`src/rtl/fir_stream_ctrl_if.sv`:
```
// Valid/ready stream bundle between a sample source/sink and fir_stream_ctrl.
// The master drives input samples and output backpressure; the slave is the controller.
interface fir_stream_ctrl_if #(
  parameter int DATA_W = 16
);
  logic [DATA_W-1:0] in_data;
  logic              in_valid;
  logic              in_ready;
  logic [DATA_W-1:0] out_data;
  logic              out_valid;
  logic              out_ready;

  modport master (
    output in_data, in_valid, out_ready,
    input  in_ready, out_data, out_valid
  );

  modport slave (
    input  in_data, in_valid, out_ready,
    output in_ready, out_data, out_valid
  );
endinterface

```
`src/rtl/fir_stream_ctrl.sv`:
```
// Streaming sequencer for the Hlp FIR: input FIFO, paced clk_enable issue,
// warm-up discard, 2-entry output buffer and a zero-sample flush sequence.
//
// state        | meaning
// S_IDLE       | nothing pending
// S_RUN        | FIFO or output path non-empty
// S_FLUSH_WAIT | flush latched, FIFO still draining into the filter
// S_FLUSH      | injecting FLUSH_LEN zero samples
module fir_stream_ctrl #(
  parameter int DATA_W     = 16,
  parameter int FIFO_DEPTH = 4,
  parameter int FIR_LAT    = 1,
  parameter int FLUSH_LEN  = 32
) (
  input  logic              clk,
  input  logic              reset,
  fir_stream_ctrl_if.slave  strm,
  input  logic              flush,
  output logic              busy,
  output logic              fir_enable,
  output logic [DATA_W-1:0] fir_in,
  input  logic [DATA_W-1:0] fir_out
);

  localparam int PTR_W  = (FIFO_DEPTH > 1) ? $clog2(FIFO_DEPTH) : 1;
  localparam int CNT_W  = PTR_W + 1;
  localparam int WARM_W = (FIR_LAT > 1) ? $clog2(FIR_LAT) : 1;

  localparam logic [CNT_W-1:0]  FIFO_FULL = CNT_W'(FIFO_DEPTH);
  localparam logic [15:0]       ZERO_LEN  = 16'(FLUSH_LEN);
  localparam logic [WARM_W-1:0] WARM_MAX  = WARM_W'(FIR_LAT - 1);

  typedef enum logic [1:0] {
    S_IDLE,
    S_RUN,
    S_FLUSH_WAIT,
    S_FLUSH
  } state_t;

  state_t            r_state;
  logic [DATA_W-1:0] r_fifo [FIFO_DEPTH];
  logic [PTR_W-1:0]  r_wr_ptr;
  logic [PTR_W-1:0]  r_rd_ptr;
  logic [CNT_W-1:0]  r_fifo_cnt;
  logic              r_inflight;
  logic [1:0]        r_out_cnt;
  logic [DATA_W-1:0] r_obuf0;
  logic [DATA_W-1:0] r_obuf1;
  logic [15:0]       r_zcnt;
  logic [WARM_W-1:0] r_warm;

  logic              w_open;
  logic              w_in_ready;
  logic              w_push;
  logic              w_slot;
  logic              w_fifo_src;
  logic              w_zero_src;
  logic              w_issue;
  logic              w_pop_fifo;
  logic              w_keep;
  logic              w_out_pop;
  logic [CNT_W-1:0]  w_fifo_cnt_nxt;
  logic [1:0]        w_out_cnt_nxt;
  logic              w_idle_nxt;
  logic              w_pending;

  assign w_open     = (r_state == S_IDLE) || (r_state == S_RUN);
  assign w_in_ready = !reset && w_open && (r_fifo_cnt != FIFO_FULL);
  assign w_push     = strm.in_valid && w_in_ready;

  // Issue is paced purely by registered occupancy so the filter side never
  // sees a combinational path from the stream handshake.
  assign w_slot     = ({1'b0, r_out_cnt} + {2'b00, r_inflight}) < 3'd2;
  assign w_fifo_src = ((r_state == S_RUN) || (r_state == S_FLUSH_WAIT)) &&
                      (r_fifo_cnt != '0);
  assign w_zero_src = (r_state == S_FLUSH) && (r_zcnt < ZERO_LEN);
  assign w_issue    = w_slot && (w_fifo_src || w_zero_src);
  assign w_pop_fifo = w_issue && w_fifo_src;

  assign w_keep     = r_inflight && (r_warm == WARM_MAX);
  assign w_out_pop  = (r_out_cnt != 2'd0) && strm.out_ready;

  assign w_fifo_cnt_nxt = CNT_W'(r_fifo_cnt + CNT_W'(w_push) - CNT_W'(w_pop_fifo));
  assign w_out_cnt_nxt  = 2'(r_out_cnt + 2'(w_keep) - 2'(w_out_pop));
  assign w_idle_nxt     = (w_fifo_cnt_nxt == '0) && !w_issue && (w_out_cnt_nxt == 2'd0);
  assign w_pending      = r_inflight || (r_out_cnt != 2'd0);

  assign strm.in_ready  = w_in_ready;
  assign strm.out_valid = (r_out_cnt != 2'd0);
  assign strm.out_data  = r_obuf0;
  assign fir_enable     = w_issue;
  assign fir_in         = w_pop_fifo ? r_fifo[r_rd_ptr] : '0;
  assign busy           = (r_fifo_cnt != '0) || r_inflight || (r_out_cnt != 2'd0) ||
                          (r_state == S_FLUSH_WAIT) || (r_state == S_FLUSH);

  always_ff @(posedge clk or posedge reset) begin
    if (reset) begin
      r_state <= S_IDLE;
      r_zcnt  <= '0;
    end else begin
      unique case (r_state)
        S_IDLE: begin
          if (flush) begin
            r_state <= S_FLUSH_WAIT;
            r_zcnt  <= '0;
          end else if (w_push) begin
            r_state <= S_RUN;
          end
        end
        S_RUN: begin
          if (flush) begin
            r_state <= S_FLUSH_WAIT;
            r_zcnt  <= '0;
          end else if (w_idle_nxt) begin
            r_state <= S_IDLE;
          end
        end
        S_FLUSH_WAIT: begin
          if (r_fifo_cnt == '0) r_state <= S_FLUSH;
        end
        S_FLUSH: begin
          if (w_issue) r_zcnt <= r_zcnt + 16'd1;
          if (r_zcnt == ZERO_LEN) r_state <= w_pending ? S_RUN : S_IDLE;
        end
        default: r_state <= S_IDLE;
      endcase
    end
  end

  always_ff @(posedge clk or posedge reset) begin
    if (reset) begin
      for (int i = 0; i < FIFO_DEPTH; i++) r_fifo[i] <= '0;
      r_wr_ptr   <= '0;
      r_rd_ptr   <= '0;
      r_fifo_cnt <= '0;
    end else begin
      if (w_push) begin
        r_fifo[r_wr_ptr] <= strm.in_data;
        r_wr_ptr         <= r_wr_ptr + PTR_W'(1);
      end
      if (w_pop_fifo) r_rd_ptr <= r_rd_ptr + PTR_W'(1);
      r_fifo_cnt <= w_fifo_cnt_nxt;
    end
  end

  // The first FIR_LAT-1 captures after reset are pipeline warm-up and are dropped.
  always_ff @(posedge clk or posedge reset) begin
    if (reset) begin
      r_inflight <= 1'b0;
      r_warm     <= '0;
      r_out_cnt  <= 2'd0;
      r_obuf0    <= '0;
      r_obuf1    <= '0;
    end else begin
      r_inflight <= w_issue;
      if (r_inflight && (r_warm != WARM_MAX)) r_warm <= r_warm + WARM_W'(1);
      r_out_cnt <= w_out_cnt_nxt;
      if (w_keep && w_out_pop) begin
        if (r_out_cnt == 2'd1) begin
          r_obuf0 <= fir_out;
        end else begin
          r_obuf0 <= r_obuf1;
          r_obuf1 <= fir_out;
        end
      end else if (w_keep) begin
        if (r_out_cnt == 2'd0) r_obuf0 <= fir_out;
        else                   r_obuf1 <= fir_out;
      end else if (w_out_pop) begin
        r_obuf0 <= r_obuf1;
      end
    end
  end

endmodule

```
`src/flat_wrapper.sv`:
```
// flat-port wrapper written by rule: the top's interface ports become plain ports
module fir_stream_ctrl_flat 
#(
  parameter int DATA_W     = 16,
  parameter int FIFO_DEPTH = 4,
  parameter int FIR_LAT    = 1,
  parameter int FLUSH_LEN  = 32
)
  (clk, reset, flush, busy, fir_enable, fir_in, fir_out, strm_in_data, strm_in_valid, strm_out_ready, strm_in_ready, strm_out_data, strm_out_valid);
  fir_stream_ctrl_if #(.DATA_W(DATA_W)) strm_i ();
  input  logic clk;
  input  logic reset;
  input  logic flush;
  output logic busy;
  output logic fir_enable;
  output logic [DATA_W-1:0] fir_in;
  input  logic [DATA_W-1:0] fir_out;
  input wire logic [$bits(strm_i.in_data)-1:0] strm_in_data;
  input wire logic [$bits(strm_i.in_valid)-1:0] strm_in_valid;
  input wire logic [$bits(strm_i.out_ready)-1:0] strm_out_ready;
  output wire logic [$bits(strm_i.in_ready)-1:0] strm_in_ready;
  output wire logic [$bits(strm_i.out_data)-1:0] strm_out_data;
  output wire logic [$bits(strm_i.out_valid)-1:0] strm_out_valid;
  assign strm_i.in_data = strm_in_data;
  assign strm_i.in_valid = strm_in_valid;
  assign strm_i.out_ready = strm_out_ready;
  assign strm_in_ready = strm_i.in_ready;
  assign strm_out_data = strm_i.out_data;
  assign strm_out_valid = strm_i.out_valid;
  fir_stream_ctrl #(.DATA_W(DATA_W), .FIFO_DEPTH(FIFO_DEPTH), .FIR_LAT(FIR_LAT), .FLUSH_LEN(FLUSH_LEN)) u_core (.clk(clk), .reset(reset), .strm(strm_i), .flush(flush), .busy(busy), .fir_enable(fir_enable), .fir_in(fir_in), .fir_out(fir_out));
endmodule
```
`config.mk`:
```
export PLATFORM = sky130hd
export DESIGN_NAME = fir_stream_ctrl_flat
export DESIGN_NICKNAME = d
export VERILOG_FILES = /design/src/rtl/fir_stream_ctrl_if.sv /design/src/rtl/fir_stream_ctrl.sv /design/src/flat_wrapper.sv
export SDC_FILE = /design/constraint.sdc
export NUM_CORES = 1
export LEC_CHECK = 0
export BUFFER_PORTS_ARGS = -buffer_cell sky130_fd_sc_hd__buf_2
export CAP_MARGIN = 20
export CORE_ASPECT_RATIO = 1.1
export CORE_UTILIZATION = 30
export DETAILED_ROUTE_END_ITERATION = 7
export PLACE_DENSITY = 0.48
export SLEW_MARGIN = 30
export SYNTH_ARGS = -nofsm -noshare
export SYNTH_HDL_FRONTEND = slang
export SYNTH_SLANG_ARGS = --single-unit
```
`constraint.sdc`:
```
create_clock -name clk -period 9.35 [get_ports clk]
set_clock_uncertainty 0.15 [all_clocks]
set_input_delay 0.4675 -clock clk [delete_from_list [all_inputs] [get_ports clk]]
set_output_delay 0.4675 -clock clk [all_outputs]
set_load 0.02 [all_outputs]
```
Word level (Yosys, flattened, before mapping)
Cells that the tools add are included.
Widths: inputs -> output; s select.
{"block": "op_classes", "reduce_logical": 39, "n_lt_le_gt_ge": 5, "add_sub_neg": 9, "n_eq_ne": 15, "n_bitwise": 3, "n_mux": 27}
{"cell": "$mux 16", "n": 15}
{"cell": "$bwmux 64", "n": 1}
{"cell": "$bmux 16 s2", "n": 1}
{"cell": "$demux 16 s2", "n": 1}
{"cell": "$pmux 16 s2", "n": 1}
{"cell": "$add 16x1->16 const B", "n": 1}
{"cell": "$eq 16x6->1 const B", "n": 1}
{"cell": "$lt 16x6->1 const B", "n": 1}
{"cell": "$logic_and 1x1->1", "n": 14}
{"cell": "$mux 2", "n": 6}
{"cell": "$logic_or 1x1->1", "n": 8}
{"cell": "$pmux 2 s4", "n": 1}
{"cell": "$ge 3x3->1 const B", "n": 2}
{"cell": "$logic_not 2->1", "n": 3}
{"cell": "$logic_not 3->1", "n": 2}
{"cell": "$ne 2x1->1 const B", "n": 3}
{"cell": "$ne 2x2->1 const B", "n": 3}
{"cell": "$ne 3x2->1 const B", "n": 2}
{"cell": "$ne 3x3->1 const B", "n": 2}
{"cell": "$not 2->3", "n": 2}
{"cell": "$reduce_and 3->1", "n": 2}
{"cell": "$reduce_bool 2->1", "n": 3}
{"cell": "$reduce_bool 3->1", "n": 2}
{"cell": "$add 2x1->2 const B", "n": 2}
{"cell": "16 further kinds", "n": 19}
{"block": "word_totals", "output_inout_bits": 36, "inputBits": 37, "word_cells": 112, "ff_bits": 125}

Depth between registers and ports, before layout
Gate-level depths: netlist (run 1).
{"block": "depth", "depth_word": 13, "ltp_mapped": 16, "mapped_depth_nobuf": 14}

Least setup slack after synthesis (run 1)
No wires, ideal clock.
{"block": "synth_path", "path_kind": "register to register", "startpoint": "register u_core.r_state[0]", "endpoint": "register u_core.r_state[1]", "n_path_buf": 2, "setup_ps": 130, "period_less_slack_ps": 3389, "t_required_ps": 9070, "stages_incl_launch_ff": 17, "slack_ps": 5961, "arrival_ps": 3109, "path_cell_list": "dfrtp_1 > inv_1 > ha_1 > nand3_2 > inv_1 > clkbuf_1 > clkbuf_1 > ha_1 > inv_1 > ha_1 > inv_1 > fa_1 > xor3_1 > nor4_1 > a311oi_1 > nor4_1 > a21oi_1"}
{"block": "synth_between", "elab_chain_cells": 12, "word_cells_on_any_way": 26, "cone_classes": "add/sub (2); eq/ne (7); mux (1); reduce/logical (16)"}
{"element": "start, declared", "line_no": "fir_stream_ctrl.sv:40", "text": "state_t r_state;"}
{"element": "start signal, assigned", "line_no": "fir_stream_ctrl.sv:123", "text": "if (r_zcnt == ZERO_LEN) r_state <= w_pending ? S_RUN : S_IDLE;"}
{"element": "$eq 2x1->1 or $eq 2x2->1 (tied branches)", "line_no": "fir_stream_ctrl.sv:74", "text": "assign w_fifo_src = ((r_state == S_RUN) || (r_state == S_FLUSH_WAIT)) &&"}
{"element": "$logic_or 1x1->1", "line_no": "fir_stream_ctrl.sv:74"}
{"element": "$logic_and 1x1->1", "line_no": "fir_stream_ctrl.sv:74"}
{"element": "$logic_or 1x1->1", "line_no": "fir_stream_ctrl.sv:77", "text": "assign w_issue = w_slot && (w_fifo_src || w_zero_src);"}
{"element": "$logic_and 1x1->1", "line_no": "fir_stream_ctrl.sv:77"}
{"element": "$logic_and 1x1->1 (*)", "line_no": "fir_stream_ctrl.sv:78", "text": "assign w_pop_fifo = w_issue && w_fifo_src;"}
{"element": "named net u_core.w_pop_fifo", "line_no": "fir_stream_ctrl.sv:59", "text": "logic w_pop_fifo;"}
{"element": "$sub 3x1->3 (*)", "line_no": "fir_stream_ctrl.sv:83", "text": "assign w_fifo_cnt_nxt = CNT_W'(r_fifo_cnt + CNT_W'(w_push) - CNT_W'(w_pop_fifo));"}
{"element": "named net u_core.w_fifo_cnt_nxt[2]", "line_no": "fir_stream_ctrl.sv:62", "text": "logic [CNT_W-1:0] w_fifo_cnt_nxt;"}
{"element": "$logic_not 3->1 (*)", "line_no": "fir_stream_ctrl.sv:85", "text": "assign w_idle_nxt = (w_fifo_cnt_nxt == '0) && !w_issue && (w_out_cnt_nxt == 2'd0);"}
{"element": "$logic_and 1x1->1 (*) (2 in a row)", "line_no": "fir_stream_ctrl.sv:85"}
{"element": "$ne 3x2->1 (no source line) (*)"}
{"element": "$reduce_and 4->1 (no source line) (*)"}
The timed path passes the listed nets; every way through them passes the cells marked *.
A chain may end at the register's enable or synchronous reset.

Final worst setup path (run 1)
{"block": "layout_path", "startpoint": "register u_core.r_state[0]", "endpoint": "register u_core.r_state[1]"}
{"block": "layout_between", "elab_chain_cells": 12, "word_cells_on_any_way": 26, "cone_classes": "add/sub (2); eq/ne (7); mux (1); reduce/logical (16)"}
{"element": "$eq 2x1->1 (tied with other cells)", "line_no": "fir_stream_ctrl.sv:67, fir_stream_ctrl.sv:74"}
{"element": "$logic_or 1x1->1 (on tied branches)", "line_no": "fir_stream_ctrl.sv:67, fir_stream_ctrl.sv:74"}
{"element": "$logic_and 1x1->1 (on tied branches)", "line_no": "fir_stream_ctrl.sv:68, fir_stream_ctrl.sv:74"}
{"element": "$logic_and 1x1->1 or $logic_or 1x1->1 (tied branches)", "line_no": "fir_stream_ctrl.sv:68, fir_stream_ctrl.sv:77"}
{"element": "$logic_and 1x1->1 (on tied branches)", "line_no": "fir_stream_ctrl.sv:69, fir_stream_ctrl.sv:77"}
{"element": "$add 3x1->3 or $logic_and 1x1->1 (tied branches)", "line_no": "fir_stream_ctrl.sv:83, fir_stream_ctrl.sv:78"}
{"element": "$sub 3x1->3 (*)", "line_no": "fir_stream_ctrl.sv:83"}
{"element": "named net u_core.w_fifo_cnt_nxt[2]", "line_no": "fir_stream_ctrl.sv:62"}
{"element": "$logic_not 3->1 (*)", "line_no": "fir_stream_ctrl.sv:85"}
{"element": "$logic_and 1x1->1 (*) (2 in a row)", "line_no": "fir_stream_ctrl.sv:85"}
{"element": "$ne 3x2->1 (no source line) (*)"}
{"element": "$reduce_and 4->1 (no source line) (*)"}
Marked as above.

==> impl_metrics.json, run 1 <==
{
  "vias": 3975,
  "synth_common_cells": "125 x dfrtp_1, 80 x mux2_2, 38 x nand2_1",
  "cts_tree": "yes",
  "track_usage_pct": 14.7,
  "synth_seq_cells": 125,
  "die_x_um": 136,
  "cp.required_ns": 9.48,
  "dp_hpwl_mm": 8.91,
  "clk_path_buf_depth": 2,
  "synth_fp_nets": 518,
  "dp.cells": 770,
  "clkSinkCount": 125,
  "finalHoldViolCount": 16,
  "finalNetCount": 594,
  "synth_area_leaders": "dfrtp_1 53%, mux2_2 15%, mux4_2 6.1%",
  "cap_violations": 0,
  "timing.hold.ws_ns": -0.0123,
  "ios": 73,
  "min_period_ns": 3.88,
  "max_stage_delay_ns": 0.64,
  "powerDensity_mw_per_mm2": 343,
  "critPathLaunch": "u_core.r_state[0]",
  "antenna_found_initial": 0,
  "start_kind": "register",
  "ys_async_sr_fraction_pct": 100,
  "drc": 0,
  "grt_start_max_net_pins": 83,
  "cp_num_buf_inv": 4,
  "drt-wirelength-per-cell_um": 16.9,
  "portBuffers": 72,
  "fmax_ghz": 0.258,
  "synth_warnings": 0,
  "routed_via_density": 4.97,
  "clkTransAtPathRegs_ns": 0.06,
  "power_leakage_nw": 3.34,
  "dp_slack_ns": 5.46,
  "fill_cells": 1888,
  "syn_to_final_growth_pct": 19.7,
  "synth_top_area_cell": "dfrtp_1",
  "antenna_left": 0,
  "initial_utilization_pct": 30.9,
  "antenna_cells": 0,
  "cts_root_buf": "clkbuf_16",
  "synth_edf_count": 0,
  "path_delay_family": "adder cells",
  "syn_inst": 466,
  "crit_chain": "inv_1 -> ha_1 -> nand3_2 -> inv_1 -> ha_1 -> inv_1 -> ha_1 -> inv_1 -> fa_1 -> xor3_1 -> nor4_1 -> a311oi_1 -> nor4_1 -> a21oi_1",
  "cts_setup_buffers": 0,
  "fp.dieH_um": 150,
  "layout-drive-gt1-share_pct": 37.3,
  "path_common_cell": "inv_1",
  "grt_pass1_wl_mm": 22.5,
  "syn_area_per_cell_um2": 12.8,
  "synth_top_area_share_pct": 52.5,
  "coreArea_mm2": 0.0193,
  "fin_crit_sh_pct": 41.5,
  "netlist_area_mm2": 0.00595,
  "setup_ws_ns": 5.47,
  "synth.distinct_cells": 48,
  "status": "complete, but fails checks",
  "numCtsBuffers": 17,
  "die-area_mm2": 0.0204,
  "setup_viol": 0,
  "reg2reg_from": "u_core.r_state[0]",
  "worstPathArrival_ns": 4.01,
  "cp_slowest_cell": "inv_1",
  "hold_class": "input port to async pin",
  "report.final.slew_viol_count": 0,
  "drt_iter0_drc": 111,
  "postLayoutCellArea_mm2": 0.00713,
  "hold_buffers": 0,
  "synth_most_common_cell": "dfrtp_1",
  "power_mw": 2.44,
  "synth-main-ff-cell": "dfrtp_1",
  "cts.repair.resized": 0,
  "max-vdd-ir-drop_v": 0.000149,
  "violations": "hold timing",
  "core.rowCount": 53,
  "rsz0062_at_grt": "false",
  "grt.overflow.total": 0,
  "critPathKind": "register to register",
  "synth-seq-area-share_pct": 52.5,
  "grt_pass1_vias": 4344,
  "cp-end-kind": "register",
  "htreeDepth": 4,
  "fin_cells": 800,
  "placed_cell_area_mm2": 0.00658,
  "tns_ns": 0,
  "drt-pass1-iter-count": 4,
  "gp_congestion": 0.782,
  "relSlewSlack_pct": 34.1,
  "worst-path-max-fanout": 21,
  "drt_wl_total_mm": 13.5,
  "worst_pin_slew_ns": 0.987,
  "clock_latency_ns": 0.41
}
## path summary, 6_finish.rpt
path	end	slack, ns	depth (start not counted)
setup reg to reg	u_core.r_state[1]	5.47	14
min in group clk	u_core.r_obuf1[5]	0.15	2
max in group asynchronous	u_core.r_obuf1[12]	7.87	3
setup / recovery	u_core.r_state[1]	5.47	14
hold / removal	u_core.r_fifo[26]	-0.01	2
hold reg to reg	u_core.r_warm	0.31	1
## per-layer routing
layer	vias up	share of wire (%)	track usage, %
met1	2059	43	16.8
met5	-	0	0
met2	59	53	25.9
met3	14	3.5	4.27
li1	1843	-	-
met4	0	1.3	4.89
## state kept, by name, indices dropped and copies added, names as in the netlist
name / flops
u_core.r_warm: 1
u_core.r_fifo_cnt: 3
u_core.r_out_cnt: 2
u_core.strm.out_data: 16
u_core.r_obuf1: 16
u_core.r_wr_ptr: 2
u_core.r_fifo: 64
u_core.r_zcnt: 16
u_core.r_inflight: 1
u_core.r_rd_ptr: 2
u_core.r_state: 2
## cell usage in the layout, fill, tap and decap left out, types with 14 or more instances in the layout
cell type	Yosys	layout
and2_1	19	19
buf_2	9	72
clkbuf_16	0	17
dfrtp_1	125	125
ha_1	14	14
inv_1	20	19
mux2_2	80	80
mux2i_1	16	16
mux4_2	16	16
nand2_1	38	38
o21ai_0	26	26
## layout make-up
| class | instances | area [um2] | share of cell area, % |
|---|---|---|---|
| inverters | 20 | 77.6 | 1.09 |
| repair buffers | 76 | 394 | 5.53 |
| clock inverters | 6 | 62.6 | 0.878 |
| multi-input cells | 302 | 2680 | 37.5 |
| clock buffers | 24 | 482 | 6.76 |
| well taps | 247 | 309 | 4.34 |
| flip-flops and latches | 125 | 3130 | 43.9 |
## where the power goes
group | leakage [nW] | internal, mW | switching [mW] | total (mW)
sequential | 1.58 | 0.765 | 0.133 | 0.898
combinational | 1.50 | 0.444 | 0.487 | 0.931
clock | 0.258 | 0.382 | 0.231 | 0.613
## metrics by stage
stage / util [%] / hold slack, ns
2_1_floorplan: - / 0.281
3_3_place_gp: 34.1 / 0.302
3_5_place_dp: 34.1 / 0.315
4_1_cts: 36.9 / 0.00451
5_1_grt: 36.9 / 0.0361
6_report: 36.9 / -0.0123
## kinds of logic (layout without fill, tap and decap cells)
family,Yosys count,after routing,synth area share (%)
muxes,112,112,23.9
adders and majority gates,15,15,3.28
xor gates and xnor gates,5,5,1.24
and+or+nand+nor,109,109,9.84
buffers and inverters,39,126,2.65
DFF,125,125,52.5
AOI/OAI and AO/OA,61,61,6.58
Note: power is estimated with default switching activity, not from simulation.
==> run 2: changes to the inputs <==
--- a/config.mk
+++ b/config.mk
@@ -5,6 +5,7 @@
 export SDC_FILE = /design/constraint.sdc
 export NUM_CORES = 1
 export LEC_CHECK = 0
+export ABC_AREA = 1
 export BUFFER_PORTS_ARGS = -buffer_cell sky130_fd_sc_hd__buf_2
 export CAP_MARGIN = 20
 export CORE_ASPECT_RATIO = 1.1
==> constraint.sdc (replaced) <==
create_clock -name clk -period 4 [get_ports clk]
set_clock_uncertainty 0.15 [all_clocks]
set_input_delay 0.2 -clock clk [delete_from_list [all_inputs] [get_ports clk]]
set_output_delay 0.2 -clock clk [all_outputs]
set_load 0.02 [all_outputs]
==> impl_metrics.json, run 2 <==
{
  "synth_top_area_cell": "dfrtp_1",
  "synth-seq-area-share_pct": 48.6,
  "relSlewSlack_pct": 55.6,
  "cap_violations": 0,
  "drt_wl_total_mm": 14.1,
  "rr_worst_depth": 18,
  "fp.dieH_um": 156,
  "synth-main-ff-cell": "dfrtp_1",
  "core.rowCount": 55,
  "routed_via_density": 4.37,
  "syn_to_final_growth_pct": 23.4,
  "worst_pin_slew_ns": 0.662,
  "synth_common_cells": "157 x nand2_1, 125 x dfrtp_1, 101 x o21ai_0",
  "clock_latency_ns": 0.42,
  "rsz0062_at_grt": "false",
  "setup_viol": 0,
  "die_x_um": 142,
  "start_kind": "register",
  "synth_edf_count": 0,
  "report.final.slew_viol_count": 0,
  "crit_cells": 18,
  "synth_top_area_share_pct": 48.6,
  "final_cell_mix": "156 x nand2_1, 125 x dfrtp_1, 101 x o21ai_0, 88 x inv_1, 72 x buf_2",
  "cp_num_buf_inv": 5,
  "synth_warnings": 0,
  "dp_hpwl_mm": 9.08,
  "worstPathArrival_ns": 3.13,
  "dp.cells": 1050,
  "cts.repair.resized": 0,
  "worst-path-max-fanout": 7,
  "reg2reg_from": "u_core.r_state[1]",
  "cp-endpoint": "u_core.r_state[1]",
  "cp.required_ns": 4.15,
  "antenna_found_initial": 0,
  "powerDensity_mw_per_mm2": 759,
  "max-vdd-ir-drop_v": 0.000321,
  "r2r_slack_ns": 1.02,
  "cp-end-kind": "register",
  "fin_cells": 1115,
  "grt_pass1_wl_mm": 24.1,
  "portBuffers": 72,
  "power_leakage_nw": 3.91,
  "drc": 0,
  "layout_commonest_cell": "nand2_1",
  "clk_path_buf_depth": 2,
  "clkSinkCount": 125,
  "netlist_area_mm2": 0.00644,
  "drt-pass1-iter-count": 4,
  "drt-wirelength-per-cell_um": 12.7,
  "max_stage_delay_ns": 0.50,
  "fin_crit_sh_pct": 74.5,
  "antenna_left": 0,
  "antenna_cells": 0,
  "finalHoldViolCount": 0,
  "cts_tree": "yes",
  "tns_ns": 0,
  "fmax_ghz": 0.336,
  "cts_root_buf": "clkbuf_16",
  "syn_area_per_cell_um2": 9.01,
  "grt.overflow.total": 0,
  "fill_cells": 2179,
  "synth_seq_cells": 125,
  "cp_slowest_cell": "fa_1",
  "synth_fp_nets": 767,
  "synth.distinct_cells": 38,
  "htreeDepth": 4,
  "synth_most_common_cell": "nand2_1",
  "numCtsBuffers": 17,
  "crit_chain": "inv_1 -> ha_1 -> inv_1 -> a21oi_4 -> nand3_4 -> inv_1 -> ha_1 -> inv_1 -> fa_1 -> inv_1 -> nor3_1 -> nand3_1 -> nor2_1 -> nand2_1 -> nand2_1 -> nand2_1 -> nand2_1 -> nand2_1",
  "clkTransAtPathRegs_ns": 0.05,
  "critPathLaunch": "u_core.r_state[1]",
  "layout-drive-gt1-share_pct": 20.6,
  "critPathKind": "register to register",
  "largest_register_ff_count": 64,
  "initial_utilization_pct": 31.0,
  "path_delay_family": "simple AND/OR/NAND/NOR gates",
  "grt_pass1_vias": 4849,
  "finalNetCount": 869,
  "track_usage_pct": 13.9,
  "regMostFlops": "u_core.r_fifo",
  "ios": 73,
  "status": "finished, final reports clean",
  "gp_congestion": 0.755,
  "vias": 4873,
  "drt_iter0_drc": 198,
  "coreArea_mm2": 0.0208,
  "min_period_ns": 2.98,
  "syn_inst": 715,
  "die-area_mm2": 0.0221,
  "grt_start_max_net_pins": 68,
  "hold_class": "input port to register",
  "r2r-end": "u_core.r_state[1]",
  "synth_area_leaders": "dfrtp_1 49%, nand2_1 9.2%, o21ai_0 7.9%",
  "ys_async_sr_fraction_pct": 100
}
-- run 2: metal layers --
layer / GRT usage, % / up-vias / wire (um)
li1: - / 2503 / -
met1: 17.9 / 2296 / 6980
met2: 22.7 / 64 / 6530
met3: 3.96 / 10 / 478
met4: 4.15 / 0 / 131
met5: 0 / - / 0
-- run 2: worst min path at each step --
stage / start / endpoint / slack, ns / cells after the start
global route: flush / u_core.r_state[1] / 0.08 / 5
finish: flush / u_core.r_state[1] / 0.05 / 5
floorplan: strm_in_data[13] / u_core.r_fifo[29] / 0.17 / 2
global placement: u_core.r_inflight / u_core.r_warm / 0.29 / 1
CTS: flush / u_core.r_state[1] / 0.04 / 5
detailed placement: u_core.r_inflight / u_core.r_warm / 0.29 / 1
-- run 2: repair_timing --
action                                 CTS  global route
endpoints found under the hold margin  146             0
hold buffers                            33             0
buffers inserted                         0             0
-- run 2: kinds of logic (layout without fill, tap and decap cells) --
| kind of cell | Yosys count | in the layout | synth area share (%) |
|---|---|---|---|
| compound gates | 131 | 131 | 10.8 |
| xor+xnor | 13 | 13 | 1.77 |
| simple gates | 250 | 250 | 16.5 |
| fa+ha+maj | 15 | 15 | 3.03 |
| buf+inv | 120 | 235 | 8.38 |
| mux | 61 | 61 | 11.0 |
| flops | 125 | 125 | 48.6 |
-- run 2: area by class of cell --
| class | count | area, um2 | area share, % |
|---|---|---|---|
| multi-input combinational | 470 | 2780 | 35.0 |
| sequential | 125 | 3130 | 39.4 |
| inverter | 93 | 364 | 4.58 |
| tap | 285 | 357 | 4.49 |
| timing repair buffer | 110 | 741 | 9.32 |
| clock inverter | 13 | 134 | 1.69 |
| clock buffer | 19 | 443 | 5.57 |
-- run 2: worst reg2reg max path: cells and delay by family, from the launching register on --
kind,cells,cell delay [ns]
DFF,1,0.41
and+or+nand+nor,9,0.87
AOI/OAI and AO/OA,1,0.18
buffers and inverters,5,0.47
adders and majority gates,3,0.81
-- run 2: report_power, final --
| group | internal [mW] | switching [mW] | total (mW) |
|---|---|---|---|
| combinational | 0.934 | 1.52 | 2.45 |
| sequential | 1.80 | 0.266 | 2.07 |
| clock | 0.886 | 0.625 | 1.51 |
| total | 3.62 | 2.41 | 6.03 |
-- run 2: metrics by stage --
step | hold slack [ns] | setup slack [ns] | instance area [um2] | total power, mW | util (%)
after global placement | 0.289 | 1.04 | 7030 | 4.53 | 33.8
final | 0.0512 | 1.02 | 7950 | 6.03 | 38.2
after floorplan | 0.171 | 0.322 | 6440 | 3.94 | -
after detailed placement | 0.294 | 1.02 | 7030 | 4.55 | 33.8
after CTS | 0.0356 | 0.992 | 7940 | 6.12 | 38.2
after global routing | 0.0825 | 0.791 | 7950 | 6.55 | 38.2
==> run 3: changes to the inputs <==
--- a/config.mk
+++ b/config.mk
@@ -11,7 +11,7 @@
 export CORE_ASPECT_RATIO = 1.1
 export CORE_UTILIZATION = 30
 export DETAILED_ROUTE_END_ITERATION = 7
-export PLACE_DENSITY = 0.48
+export PLACE_DENSITY = 0.49
 export SLEW_MARGIN = 30
 export SYNTH_ARGS = -nofsm -noshare
 export SYNTH_HDL_FRONTEND = slang
==> constraint.sdc (replaced) <==
create_clock -name clk -period 2.4 [get_ports clk]
set_clock_uncertainty 0.15 [all_clocks]
set_input_delay 0.12 -clock clk [delete_from_list [all_inputs] [get_ports clk]]
set_output_delay 0.12 -clock clk [all_outputs]
set_load 0.02 [all_outputs]
==> impl_metrics.json, run 3 (same netlist as run 2, synthesis figures left out) <==
{
  "fmax_ghz": 0.372,
  "core.rowCount": 55,
  "clkSinkCount": 125,
  "vias": 4992,
  "placed_cell_area_mm2": 0.00738,
  "fp.dieH_um": 156,
  "reg2reg_from": "u_core.r_state[1]",
  "cp.required_ns": 2.55,
  "antenna_found_initial": 0,
  "setup_ws_ns": -0.287,
  "critPathLaunch": "u_core.r_state[1]",
  "portBuffers": 72,
  "ios": 73,
  "status": "complete, but fails checks",
  "rsz0062_at_grt": "true",
  "dp_hpwl_mm": 9.50,
  "holdCritStartpoint": "strm_in_valid",
  "start_kind": "register",
  "antenna_cells": 0,
  "gp_congestion": 0.766,
  "syn_to_final_growth_pct": 30.0,
  "numCtsBuffers": 17,
  "drt_wl_total_mm": 14.3,
  "max-vdd-ir-drop_v": 0.000630,
  "violations": "setup timing",
  "routed_via_density": 4.34,
  "tns_ns": -0.567,
  "die-area_mm2": 0.0221,
  "drt_iter0_drc": 209,
  "power_leakage_nw": 4.13,
  "htreeDepth": 4,
  "initial_utilization_pct": 31.0,
  "critPathKind": "register to register",
  "fill_cells": 2128,
  "timing.hold.ws_ns": 0.0576,
  "largest_register_ff_count": 64,
  "worst-path-max-fanout": 4,
  "drc": 0,
  "layout_commonest_cell": "nand2_1",
  "r2r_slack_ns": -0.29,
  "worstPathArrival_ns": 2.84,
  "worstHoldPathCells": 4,
  "cp-end-kind": "register",
  "cts_tree": "yes",
  "die_x_um": 142,
  "cap_violations": 0,
  "drt-wirelength-per-cell_um": 12.4,
  "cts_root_buf": "clkbuf_16",
  "grt_pass1_wl_mm": 24.6,
  "powerDensity_mw_per_mm2": 1300,
  "report.final.slew_viol_count": 0,
  "grt_pass1_vias": 5024,
  "min_period_ns": 2.69,
  "clkTransAtPathRegs_ns": 0.06,
  "finalNetCount": 904,
  "rr_worst_depth": 18,
  "hold_end": "u_core.r_fifo_cnt[0]",
  "grt.overflow.total": 0,
  "fin_crit_sh_pct": 112,
  "final_cell_mix": "154 x nand2_1, 125 x dfrtp_1, 101 x o21ai_0, 83 x inv_1, 72 x buf_2",
  "regMostFlops": "u_core.r_fifo",
  "worst_pin_slew_ns": 0.452,
  "finalHoldViolCount": 0,
  "r2r-end": "u_core.r_state[1]",
  "postLayoutCellArea_mm2": 0.00837,
  "drt-pass1-iter-count": 4,
  "clock_latency_ns": 0.41,
  "grt_start_max_net_pins": 47,
  "hold_class": "input port to register",
  "antenna_left": 0,
  "clk_path_buf_depth": 2,
  "track_usage_pct": 14.2,
  "relSlewSlack_pct": 69.6,
  "setup_viol": 2,
  "coreArea_mm2": 0.0208,
  "layout-drive-gt1-share_pct": 25.1
}
[run 3: final cells by class]
type                            instances  area (um2)  area share [%]
Inverter                               93         363            4.33
Multi-Input combinational cell        470        2830            33.9
Tap cell                              285         357            4.26
Clock inverter                         14         181            2.17
Sequential cell                       125        3130            37.4
Clock buffer                           18         439            5.25
Timing Repair Buffer                  145        1070            12.8
[run 3: worst max path at each step]
| stage | slack [ns] | to |
|---|---|---|
| finish | -0.29 | u_core.r_state[1] |
| global route | -0.51 | u_core.r_state[1] |
| CTS | -0.32 | u_core.r_state[1] |
| detailed placement | -0.41 | u_core.r_state[0] |
| global placement | -0.36 | u_core.r_state[1] |
| floorplan | -0.50 | u_core.r_state[0] |
[run 3: report_power, final]
group	internal, mW	total (mW)	switching (mW)
clock	1.68	2.70	1.02
combinational	2.01	4.77	2.75
sequential	3.00	3.39	0.385
total	6.70	10.9	4.16
[run 3: through the flow]
step | power (mW) | util [%] | std cells | setup WS (ns)
after global routing | 11.8 | 40.3 | 1150 | -0.508
after detailed placement | 8.13 | 35.5 | 1082 | -0.413
after floorplan | 6.69 | - | 715 | -0.496
after global placement | 8.09 | 35.5 | 1082 | -0.363
after CTS | 11.0 | 40.2 | 1149 | -0.317
final | 10.9 | 40.3 | 1150 | -0.287
[run 3: worst max-delay path: stages (launching register included)]
cell     delay [ns]
dfrtp_1        0.35
inv_2          0.07
ha_4           0.27
nand2_4        0.05
nor2_4         0.10
ha_4           0.20
inv_2          0.06
ha_4           0.11
inv_2          0.03
fa_1           0.49
inv_2          0.05
nor3_2         0.16
nand3_1        0.10
nor2_2         0.09
nand2_1        0.07
nand2_2        0.08
nand2_2        0.05
nand2_1        0.06
nand2_1        0.04
[run 3: what timing repair did]
action	4_1_cts	5_1_grt
setup buffers	1	1
pin swaps	6	0
endpoints found under the hold margin	223	0
gates resized for setup	5	1
cloned	0	0
hold buffers	34	0
endpoints found under the setup margin	2	2
[run 3: metal layers]
layer / vias to the layer above / wire [um] / track usage, %
met4: 0 / 155 / 4.71
met2: 77 / 6510 / 22.1
met5: - / 0 / 0
met3: 12 / 498 / 3.44
met1: 2336 / 7160 / 19.4
li1: 2567 / - / -
